===== src/rtl/aurora_rx_assembler.sv =====
// aurora_rx_assembler: rebuilds framed MSB-first AXI-Stream beats into tagged FIFO entries.
// Define AURORA_RX_STICKY_ERR_EN to make Error sticky until reset; otherwise it pulses once per error event.
module aurora_rx_assembler #(
    parameter int PACKET_SIZE   = 128,
    parameter int RX_TDATA_SIZE = 32
) (
    input  logic                     user_clk,
    input  logic                     RST,
    input  logic                     start,
    input  logic [RX_TDATA_SIZE-1:0] m_axi_rx_tdata,
    input  logic                     m_axi_rx_tvalid,
    input  logic                     m_axi_rx_tlast,
    output logic [PACKET_SIZE-1:0]   din,
    output logic                     wr_en,
    input  logic                     full,
    output logic                     Error
);
    localparam int P   = PACKET_SIZE - 8;
    localparam int W   = RX_TDATA_SIZE;
    localparam int N   = (P + W - 1) / W;
    localparam int CW  = $clog2(N) + 1;
    localparam int SRW = N * W;

    typedef enum logic [1:0] {IDLE, COLLECT, DISCARD} state_t;

    state_t         state, state_nxt;
    logic [CW-1:0]  cnt, cnt_nxt;
    logic [SRW-1:0] sr, sr_nxt, sr_shift;
    logic [7:0]     tag;
    logic           wr_nxt, err_evt, at_end;

    // Shift form keeps the single-beat (N == 1) configuration legal.
    assign sr_shift = (sr << W) | SRW'(m_axi_rx_tdata);
    assign at_end   = cnt == CW'(N - 1);

    always_comb begin
        state_nxt = state;
        cnt_nxt   = cnt;
        sr_nxt    = sr;
        wr_nxt    = 1'b0;
        err_evt   = 1'b0;
        if (!start) begin
            state_nxt = IDLE;
            cnt_nxt   = '0;
        end else begin
            case (state)
                IDLE: state_nxt = COLLECT;
                COLLECT: if (m_axi_rx_tvalid) begin
                    sr_nxt = sr_shift;
                    if (m_axi_rx_tlast) begin
                        cnt_nxt = '0;
                        wr_nxt  = at_end && !full;
                        err_evt = !at_end || full;
                    end else if (at_end) begin
                        cnt_nxt   = '0;
                        state_nxt = DISCARD;
                        err_evt   = 1'b1;
                    end else begin
                        cnt_nxt = cnt + CW'(1);
                    end
                end
                DISCARD: state_nxt = (m_axi_rx_tvalid && m_axi_rx_tlast) ? COLLECT : DISCARD;
                default: state_nxt = IDLE;
            endcase
        end
    end

    always_ff @(posedge user_clk or negedge RST) begin
        if (!RST) begin
            state <= IDLE;
            cnt   <= '0;
            sr    <= '0;
            din   <= '0;
            wr_en <= 1'b0;
            tag   <= '0;
            Error <= 1'b0;
        end else begin
            state <= state_nxt;
            cnt   <= cnt_nxt;
            sr    <= sr_nxt;
            wr_en <= wr_nxt;
            if (wr_nxt) begin
                din <= {tag, sr_shift[SRW-1 -: P]};
                tag <= tag + 8'd1;
            end
`ifdef AURORA_RX_STICKY_ERR_EN
            Error <= Error | err_evt;
`else
            Error <= err_evt;
`endif
        end
    end
endmodule


===== config.mk =====
export PLATFORM = sky130hd
export DESIGN_NAME = aurora_rx_assembler
export DESIGN_NICKNAME = d
export VERILOG_FILES = /design/src/rtl/aurora_rx_assembler.sv
export SDC_FILE = /design/constraint.sdc
export NUM_CORES = 1
export LEC_CHECK = 0
export CAP_MARGIN = 10
export CORE_UTILIZATION = 47
export DETAILED_ROUTE_END_ITERATION = 8
export HOLD_SLACK_MARGIN = 0.05
export PLACE_DENSITY = 0.79
export SKIP_LAST_GASP = 1
export SYNTH_ARGS = -nofsm -noshare
export SYNTH_HDL_FRONTEND = slang
export SYNTH_SLANG_ARGS = --single-unit

===== constraint.sdc =====
create_clock -name user_clk -period 1.8 [get_ports user_clk]
set_input_delay 0.36 -clock user_clk [delete_from_list [all_inputs] [get_ports user_clk]]
set_output_delay 0.36 -clock user_clk [all_outputs]
set_load 0.005 [all_outputs]

Yosys cells after proc, flatten, opt, wreduce, memory -nomap -nowiden
Cells that the tools add are included.
- register bits after elaboration: 239
- output and inout bits: 130
- word-level logic and storage cells: 47
- bitwise operators: 1
- equal/unequal tests: 8
- mux-type cells: 20
- add/sub/neg operators: 2
- reduce and logical (&&, ||, !) cells: 9
- operators by type and width (cell ; count):
    128-bit by 32-bit OR with 128-bit output ; 1
    3-bit 2-to-1 mux ; 5
    2-bit 2-to-1 mux ; 5
    1-bit 2-to-1 mux ; 9
    3-bit inequality test, second input constant ; 3
    8-bit by 1-bit adder with 8-bit output, second input constant ; 1
    2-bit one-hot mux with 3 select lines ; 1
    3-bit AND reduction ; 2
    2-bit by 1-bit inequality test with 1-bit output, second input constant ; 2
    3-bit by 1-bit adder with 3-bit output, second input constant ; 1
    3-bit by 2-bit == test with 1-bit output, second input constant ; 1
    2-bit by 1-bit == test with 1-bit output, second input constant ; 1
    2-bit == test, second input constant ; 1
    1-bit logical AND ; 2
    1-bit zero test ; 2
    2-bit zero test ; 1
    2-bit AND reduction ; 1
    1-bit logical OR ; 1

Logic depth before layout (Yosys ltp)
- depth after elaboration: 7
- gate-level depth with buffers: 8
- gate-level depth less buffers: 5

Worst setup path after synthesis
Ideal clock, no wire load.
- path kind: register to register
- from: reg cnt[0]
- to: reg din[24]
- buffers on the path: 3
- clock period less this slack: 1.795 ns
- path slack: 0.005 ns
- arrival: 1.667 ns
- data required time: 1.673 ns
- cell stages (with the launch flop): 9
- cell sequence: dfrtp_1 -> ha_1 -> nand4bb_1 -> buf_2 -> or2_4 -> inv_2 -> buf_6 -> buf_6 -> mux2_1
- longest elaborated chain between the ends: 6
- RTL lines (item ; RTL line ; source):
    start, declared ; 27 ; logic [CW-1:0] cnt, cnt_nxt;
    start signal, assigned ; 79 ; cnt <= cnt_nxt;
    3-bit by 2-bit == test with 1-bit output ; 34 ; assign at_end = cnt == CW'(N - 1);
    1-bit logical AND ; 52 ; wr_nxt = at_end && !full;
    1-bit 2-to-1 mux ; 50 ; if (m_axi_rx_tlast) begin
    1-bit 2-to-1 mux ; 48 ; COLLECT: if (m_axi_rx_tvalid) begin
    1-bit 2-to-1 mux ; 46 ; case (state)
    1-bit 2-to-1 mux ; 42 ; if (!start) begin
    end signal, assigned ; 83 ; din <= {tag, sr_shift[SRW-1 -: P]};
    end, declared ; 13 ; output logic [PACKET_SIZE-1:0] din,
Every way passes these cells.
A chain may end at the register's enable or synchronous reset.

Final worst setup path
- from: reg din[97]
- to: out din[97]
No word-level cell between the ends.

==> run metrics <==
Max VDD drop 768 uV; CTS tree yes; WP data arrival 1.40 ns; status completed; post-route antenna net violation count 0; synth warn 0; htree depth 1; vias in the first global route 5573; Placed Instances 966; pin count of the biggest net entering global routing 62; # diodes 0; via/cell ratio 5.04; Area growth syn-to-layout 33.7%; commonest register cell after synthesis dfrtp_1; I/O pin count 168; min Tclk post-route 1.76 ns; register area share after synthesis 0.649; CTS sink count 239; input/output buffers 167; r2r setup slk 0.05 ns; WL per Instance 17.8 microns; mapped cell area 9210 sq um; CTS Buf Count 25; Hold/Removal Path Class primary input to async pin; Setup crit start kind flip-flop; Die Area 20200 sq um; CP max FO 2; final hold slack 0.399 ns; slowest stage delay, CP 0.53 ns; fin nets 779; initial antenna violation count 0; Core Box Area 19000 sq um; Max Slew Vio Count 0; CP Cell Sequence clkdlybuf4s50_1; crit share post-route 0.978; Worst-Margin Slew 0.494 ns; die height 142 microns; Overall Power 0.0125 W; worst setup path class flip-flop to output pin; # DRC 0; fmax 0.568 GHz; PwrDens 1020 nW/um^2; fin cells 1016; Starting Density 0.486; Avg Synthesized Cell Area 17.2 sq um; async set-or-reset flop fraction in the synthesized netlist 1.00; DR pass1 iterations 6; synthesis-stage register bit count 239; Longest Clk Path Bufs 3; first-pass GRT wire length 29.3 mm; DRT Wirelength 18.1 mm; number of distinct library cells after synthesis 32; endpoints failing hold 0; sum of buffers and inverters on the critical path 1; Overflow after GRT 0; crit path capture type output pin; Max-Cap Viols 0; clock latency on the worst-skew pair 0.50 ns; Required @ worst endpoint 1.44 ns; Iter 0 DRT Violations 210; WP depth 1; RSZ-0062 raised after global routing true; post-DP HPWL 12.1 mm; std cell rows 50; Worst-path clk slew 0.06 ns; Placer Congestion 0.777; gr usage total 0.183; Worst slew margin 0.671; CP top delay family buffers and inverters; Final Skew 0.00887 ns; RR Endpoint din[66]; number of synthesized flops with an enable pin 0; via count 5122; Cells after Synth 535; Post-Syn Nets 575; share of cells above drive strength 1 0.349; Worst R2R Path Depth 6; die width 142 microns; Slowest-stage cell, CP clkdlybuf4s50_1; cell leakage power 6.06 nW; final setup fails 0; worst reg2reg path startpoint cnt[0]; clk root buf clkbuf_16
==> metal layers <==
layer | wire, microns | up-vias | GRT usage
met5 | 0 | - | 0
met2 | 9030 | 150 | 0.311
met3 | 1020 | 29 | 0.0421
met4 | 329 | 0 | 0.0475
met1 | 7730 | 2628 | 0.236
li1 | - | 2315 | -
==> worst max path at each step <==
stage / startpoint / endpoint / slack [ns]
floorplan: cnt[0] / din[24] / 0.005
global placement: m_axi_rx_tlast / din[19] / -0.31
detailed placement: m_axi_rx_tlast / din[16] / -0.38
CTS: din[125] / din[125] / 0.005
global route: cnt[0] / din[66] / -0.01
finish: din[97] / din[97] / 0.04
==> metrics by stage <==
step           TNS [ns]  setup slack [ns]   util  area, sq um
3_3_place_gp     -34.88            -0.313  0.600        11400
4_1_cts               0           0.00484  0.646        12300
2_1_floorplan         0           0.00515      -         9210
6_report              0            0.0398  0.649        12300
5_1_grt         -0.0465           -0.0114  0.649        12300
3_5_place_dp     -44.39            -0.379  0.600        11400
==> layout by cell type (no fill, tap or decap), drive strengths merged <==
cell type and n:
dlygate4sd2 1, dlygate4sd3 1, ha 2, xnor2 1
nand3b 1, or2 1, clkbuf 39, dlymetal6s2s 9
bufinv 1, o21ai 1, buf 35, or3b 1
o221a 1, nand4b 1, nor4 3, o211a 1
inv 3, clkdlybuf4s50 156, a31oi 1, nand2 3
a211o 1, dfrtp 239, nand4bb 1, nor2b 2
mux2 225, nand3 3, xor2 6, a21boi 3
nor2 3, clkinv 5, nand4 2, or4 1
nor3 3
==> what timing repair did <==
action	CTS	global route
endpoints found under the hold margin	53	0
setup endpoints to repair	77	34
hold buffers	1	0
pin swaps	1	0
gates cloned	1	1
setup buffers	3	1
resized for setup	7	10
==> cell type report <==
type / instances / area (sq um)
Clock buffer: 38 / 734
Multi-Input combinational cell: 267 / 3020
Clock inverter: 6 / 65.1
Timing Repair Buffer: 203 / 2160
Inverter: 3 / 23.8
Sequential cell: 239 / 5980
Tap cell: 260 / 325
Fill cell: 1284 / 6650
==> registers in the layout (all words and copies together) (netlist names) <==
name,count
wr_en,1
Error,1
cnt,3
tag,8
state,2
sr,96
din,128
==> logic make-up after synthesis <==
family / Yosys count / synth area share
AND/OR/NAND/NOR: 25 / 0.0162
flip-flops: 239 / 0.649
AO/OA/AOI/OAI: 8 / 0.00693
buffers and inverters: 29 / 0.0231
XOR/XNOR: 7 / 0.00666
adder cells (fa/ha/maj): 2 / 0.00272
multiplexers: 225 / 0.295
==> report_power, final <==
group | switching [W] | internal (W)
sequential | 0.000461 | 0.00607
clock | 0.00200 | 0.00295
combinational | 0.000355 | 0.000663
==> Yosys cell counts (2+ instances only) <==
master | instances | share of area
xor2_1 | 6 | 0.0057
nor4_1 | 3 | 0.0020
mux2_2 | 137 | 0.17
clkbuf_1 | 4 | 0.0016
nor3_1 | 3 | 0.0016
nor2_1 | 3 | 0.0012
buf_6 | 11 | 0.013
a21boi_0 | 3 | 0.0024
mux2_4 | 49 | 0.080
nor2b_1 | 2 | 0.0014
buf_4 | 3 | 0.0024
nand3_1 | 3 | 0.0016
nand2_1 | 3 | 0.0012
mux2_1 | 39 | 0.048
buf_2 | 8 | 0.0043
nand4_1 | 2 | 0.0014
dfrtp_1 | 239 | 0.65
ha_1 | 2 | 0.0027
inv_1 | 2 | 0.00082
(Power assumes the default switching activity.)
